[src/rtl/ctrl_bubble_pipe.sv]
// ============================================================================
// Module   : ctrl_bubble_pipe
// Brief    : ID/EX control pipeline register with load-use hazard detection,
//            configurable bubble injection, flush/hold handling and a
//            saturating bubble counter.
// Revision : 1.0 - initial release
// ============================================================================
`default_nettype none

module ctrl_bubble_pipe #(
    parameter int                CTRL_W       = 13,
    parameter int                RA_W         = 5,
    parameter logic [CTRL_W-1:0] NOP_CTRL     = {CTRL_W{1'b0}},
    parameter int                STALL_CYCLES = 1,
    parameter int                CNT_W        = 16
) (
    input  logic              clk_i,
    input  logic              rst_n_i,
    input  logic [CTRL_W-1:0] ctrl_i,
    input  logic              valid_i,
    input  logic [RA_W-1:0]   rd_i,
    input  logic              mem_read_i,
    input  logic [RA_W-1:0]   rs1_i,
    input  logic [RA_W-1:0]   rs2_i,
    input  logic              rs1_used_i,
    input  logic              rs2_used_i,
    input  logic              flush_i,
    input  logic              hold_i,
    output logic [CTRL_W-1:0] ctrl_o,
    output logic [RA_W-1:0]   rd_o,
    output logic              mem_read_o,
    output logic              valid_o,
    output logic              stall_o,
    output logic [CNT_W-1:0]  bubble_cnt_o
);

    typedef enum logic [0:0] {
        ST_RUN   = 1'b0,
        ST_STALL = 1'b1
    } state_t;

    localparam logic [3:0] c_stall_init = 4'(STALL_CYCLES - 1);
    localparam bit         c_multi      = (STALL_CYCLES > 1);

    state_t           r_state;
    logic [3:0]       r_cnt;
    logic             w_hz;
    logic [CNT_W-1:0] w_cnt_inc;

    // x0 is never a real producer, so rd_o==0 masks the comparator
    assign w_hz = valid_i & valid_o & mem_read_o & (rd_o != '0) &
                  ((rs1_used_i & (rs1_i == rd_o)) |
                   (rs2_used_i & (rs2_i == rd_o)));

    assign stall_o = rst_n_i & ~flush_i &
                     (((r_state == ST_RUN) & w_hz) | (r_state == ST_STALL));

    assign w_cnt_inc = (bubble_cnt_o == {CNT_W{1'b1}}) ? bubble_cnt_o
                                                        : bubble_cnt_o + 1'b1;

    always_ff @(posedge clk_i) begin
        if (!rst_n_i) begin
            ctrl_o       <= NOP_CTRL;
            rd_o         <= '0;
            mem_read_o   <= 1'b0;
            valid_o      <= 1'b0;
            bubble_cnt_o <= '0;
            r_state      <= ST_RUN;
            r_cnt        <= '0;
        end else if (flush_i) begin
            ctrl_o       <= NOP_CTRL;
            rd_o         <= '0;
            mem_read_o   <= 1'b0;
            valid_o      <= 1'b0;
            bubble_cnt_o <= w_cnt_inc;
            r_state      <= ST_RUN;
            r_cnt        <= '0;
        end else if (hold_i) begin
            ctrl_o       <= ctrl_o;
        end else if ((r_state == ST_RUN) && w_hz) begin
            ctrl_o       <= NOP_CTRL;
            rd_o         <= '0;
            mem_read_o   <= 1'b0;
            valid_o      <= 1'b0;
            bubble_cnt_o <= w_cnt_inc;
            if (c_multi) begin
                r_state <= ST_STALL;
                r_cnt   <= c_stall_init;
            end
        end else if (r_state == ST_STALL) begin
            // Comparator ignored here: EX already holds a bubble
            ctrl_o       <= NOP_CTRL;
            rd_o         <= '0;
            mem_read_o   <= 1'b0;
            valid_o      <= 1'b0;
            bubble_cnt_o <= w_cnt_inc;
            r_cnt        <= r_cnt - 1'b1;
            if (r_cnt == 4'd1) begin
                r_state <= ST_RUN;
            end
        end else begin
            ctrl_o     <= ctrl_i;
            rd_o       <= rd_i;
            mem_read_o <= mem_read_i;
            valid_o    <= valid_i;
        end
    end

endmodule

`default_nettype wire

[config.mk]
export PLATFORM = sky130hd
export DESIGN_NAME = ctrl_bubble_pipe
export DESIGN_NICKNAME = d
export VERILOG_FILES = /design/src/rtl/ctrl_bubble_pipe.sv
export SDC_FILE = /design/constraint.sdc
export NUM_CORES = 1
export LEC_CHECK = 0
export CAP_MARGIN = 20
export CORE_MARGIN = 2
export CORE_UTILIZATION = 44
export DETAILED_ROUTE_END_ITERATION = 8
export PLACE_DENSITY = 0.89
export SETUP_SLACK_MARGIN = 0.4
export SKIP_CTS_REPAIR_TIMING = 1
export SLEW_MARGIN = 10
export SYNTH_ARGS = -nofsm -noshare
export SYNTH_HDL_FRONTEND = slang
export SYNTH_SLANG_ARGS = --single-unit
export TNS_END_PERCENT = 100
[constraint.sdc]
create_clock -name clk_i -period 2.1 [get_ports clk_i]
set_input_delay 0.315 -clock clk_i [delete_from_list [all_inputs] [get_ports clk_i]]
set_output_delay 0.315 -clock clk_i [all_outputs]
set_load 0.02 [all_outputs]
==> flow_metrics.tcl <==
set metrics [dict create \
    min_path_type "reg -> reg" \
    hold_end "ctrl_o[9]" \
    nets 353 \
    timing.critical_path.slowest_stage_cell "or4_4" \
    die_y_um 70.1 \
    synth_top_flop_cell "dfxtp_1" \
    critical_path_arrival_ps 2410 \
    drc 0 \
    worst_pin_slew_ps 625 \
    cts_tree "done" \
    switchingPower_mw 0.417 \
    grt_pass1_vias 1856 \
    clock-root-buffer "clkbuf_8" \
    drive_above_1_share_pct 27.9 \
    p_clk_share_pct 37.4 \
    r2r_end "rd_o[2]" \
    slowest_delay_ps 550 \
    p_seq_share_pct 45.8 \
    violations "setup timing" \
    htree_levels 2 \
    antennaDiodeCount 0 \
    cts_buffer_depth 2 \
    globalplace.congestion 0.797 \
    drv_cap 0 \
    synth.distinct_cells 35 \
    syn_nets 258 \
    relSlewSlack_pct 57.9 \
    finalWorstSetupSlack_ps -79.0 \
    power_frac_comb_pct 16.7 \
    die-area_mm2 0.00492 \
    grt_antenna_before_repair 0 \
    irDropWorstVdd_mv 0.353 \
    fmax_mhz 459 \
    p_per_area_mw_per_mm2 538 \
    tns_ps -534 \
    reg2reg_slack_ps -80 \
    synthArstFlopShare_pct 0 \
    cp-end-kind "flop" \
    gr-total-overflow 0 \
    clk_latency_ps 290 \
    r2r_cells 8 \
    cp.required_ps 2330 \
    rows 24 \
    path_class "reg -> reg" \
    pin_count 73 \
    area_growth_pct 70.5 \
    wire_per_inst_um 17.0 \
    hold_viol 0 \
    routed_wl_mm 6.23 \
    core_mm2 0.00429 \
    outcome "complete, but fails checks" \
    rsz0062_at_grt "yes" \
    ys_ff_latch 41 \
    start_util_pct 44.8 \
    min_from "ctrl_o[9]" \
    die_x_um 70.1 \
    yosysWarnings 0 \
    clk_transition_reported_paths_ps 80 \
    final_antenna_net_count 0 \
    synthCells 219 \
    crit_buf_inv 3 \
    cts_sinks 41 \
    cts_inserted_buffers 5 \
    finalCritPeriodShare_pct 104 \
    num_vias 2015 \
    whs_path_depth 2 \
    port_buffers 72 \
    worstSetupStartpointType "flop" \
    syn-cell-area_mm2 0.00192 \
    fin_skew_ps 4.43 \
    setup_viol_count_final 19 \
    path_cells "or4_4 -> o2111a_2 -> buf_4 -> a211oi_4 -> buf_6 -> buf_8 -> a22oi_1 -> nor2_1" \
    holdWs_ps 524 \
    synth_edf_count 0 \
    power.leakage_nw 1.35 \
    grt_start_max_net_pins 26 \
    sw_frac_of_total_pct 23.7 \
    crit_fanout 8 \
    dpl.hpwl_mm 3.80 \
    grt_first_pass_wirelength_mm 8.58 \
    crit_family "compound AO/OA/AOI/OAI gates" \
    r2r_start "rd_o[0]" \
    drtIter0Drc 169 \
    track_usage_pct 21.9 \
    finalMaxSlewViolations 0 \
    p_int_mw 1.35 \
    viasPerCell 5.49 \
    finalCriticalPeriod_ps 2180 \
    syn_area_per_cell_um2 8.78 \
    path_depth 8 \
    synth_seq_area_share_pct 42.7 \
    drt_first_pass_iters 4 \
]
[registers in the layout (all words and copies together) (netlist names)]
signal	flops
mem_read_o	1
r_cnt	4
valid_o	1
r_state	1
bubble_cnt_o	16
ctrl_o	13
rd_o	5
[metrics by stage]
stage | power (mW) | utilization (%) | std cells | area [um2] | setup WS, ps
after floorplan | 0.950 | - | 219 | 2030 | 241
final | 1.76 | 76.3 | 367 | 3280 | -79.0
after global routing | 1.82 | 76.3 | 367 | 3280 | -119
after CTS | 1.73 | 69.8 | 357 | 3000 | -515
after global placement | 1.07 | 67.1 | 349 | 2880 | -404
after detailed placement | 1.08 | 67.1 | 349 | 2880 | -589
[per-layer routing]
layer	vias to the layer above	part of all wire, %	global-route usage [%]
met4	0	2.4	8.12
met3	12	4.7	5.05
met5	-	0	0
li1	966	-	-
met1	971	41	26.9
met2	66	52	37.1
[area by class of cell]
| type | instances | area [um2] |
|---|---|---|
| Timing Repair Buffer | 101 | 1030 |
| Tap cell | 52 | 65.1 |
| Multi-Input combinational cell | 160 | 1220 |
| Sequential cell | 41 | 830 |
| Fill cell | 263 | 1020 |
| Inverter | 5 | 18.8 |
| Clock buffer | 7 | 86.3 |
| Clock inverter | 1 | 30.0 |
[layout by cell type, fill, tap and decap left out, types with 2 or more instances in the layout]
cell type and instances:
and3_1 2, dlymetal6s2s_1 13, a21oi_2 5, xnor2_2 7
a211oi_2 3, dfxtp_2 4, a22oi_2 18, nor3_1 3
xnor2_1 4, nor2_1 30, dfxtp_1 36, ha_1 3
nand2b_1 6, clkdlybuf4s50_1 58, buf_6 9, a22oi_1 2
nand2_1 16, clkbuf_8 6, or3_1 4, buf_4 19
nand4_1 6, xor2_1 3, o21ai_0 8, or3_4 4
a21oi_1 7, o21ai_1 2, nand3_1 7, mux2i_1 6
inv_1 5
[power by group through the flow]
stage	clock network, mW	logic [mW]	registers, mW
2_1_floorplan	0	0.103	0.847
3_3_place_gp	0	0.247	0.826
3_5_place_dp	0	0.255	0.826
4_1_cts	0.668	0.256	0.808
5_1_grt	0.701	0.311	0.810
6_report	0.660	0.295	0.808
[synth_stat cells, types with 3 or more instances]
| library cell | instances | area (um2) |
|---|---|---|
| mux2i_1 | 6 | 60.1 |
| inv_1 | 5 | 18.8 |
| nand4_1 | 6 | 37.5 |
| o21ai_0 | 10 | 50.1 |
| a21oi_1 | 12 | 60.1 |
| xor2_1 | 3 | 26.3 |
| xnor2_1 | 11 | 96.3 |
| dfxtp_1 | 41 | 821 |
| a211oi_1 | 4 | 30.0 |
| a22oi_2 | 3 | 37.5 |
| a22oi_1 | 17 | 128 |
| nand3_1 | 7 | 35.0 |
| ha_1 | 3 | 37.5 |
| nand2b_1 | 6 | 37.5 |
| nor3_1 | 4 | 20.0 |
| buf_6 | 3 | 33.8 |
| nor2_1 | 31 | 116 |
| nand2_1 | 16 | 60.1 |
| or3_1 | 8 | 50.1 |
| clkbuf_1 | 7 | 26.3 |
[tightest hold or removal path: stages, from the launching register on]
cell and delay [ps]:
dfxtp_1 340, a22oi_2 80, nor2_1 70
[worst max-delay path by stage]
| stage | start | end | slack [ps] |
|---|---|---|---|
| final | rd_o[0] | rd_o[2] | -80 |
| after global routing | rd_o[0] | bubble_cnt_o[8] | -120 |
| after CTS | rd_o[2] | rd_o[1] | -520 |
| after detailed placement | rs2_i[4] | rd_o[1] | -590 |
| after global placement | rs2_i[4] | rd_o[2] | -400 |
| after floorplan | rd_o[2] | bubble_cnt_o[1] | 240 |
[kinds of logic (layout without fill, tap and decap cells)]
kind of cell | count (synthesis) | after routing | share of synthesized area (%)
AOI/OAI and AO/OA | 52 | 52 | 18.9
xor gates and xnor gates | 14 | 14 | 6.38
DFF | 41 | 41 | 42.7
buffers and inverters | 18 | 114 | 5.53
muxes | 6 | 6 | 3.12
adders and majority gates | 3 | 3 | 1.95
and+or+nand+nor | 85 | 85 | 21.5
Power figures use the tool's default switching activity.
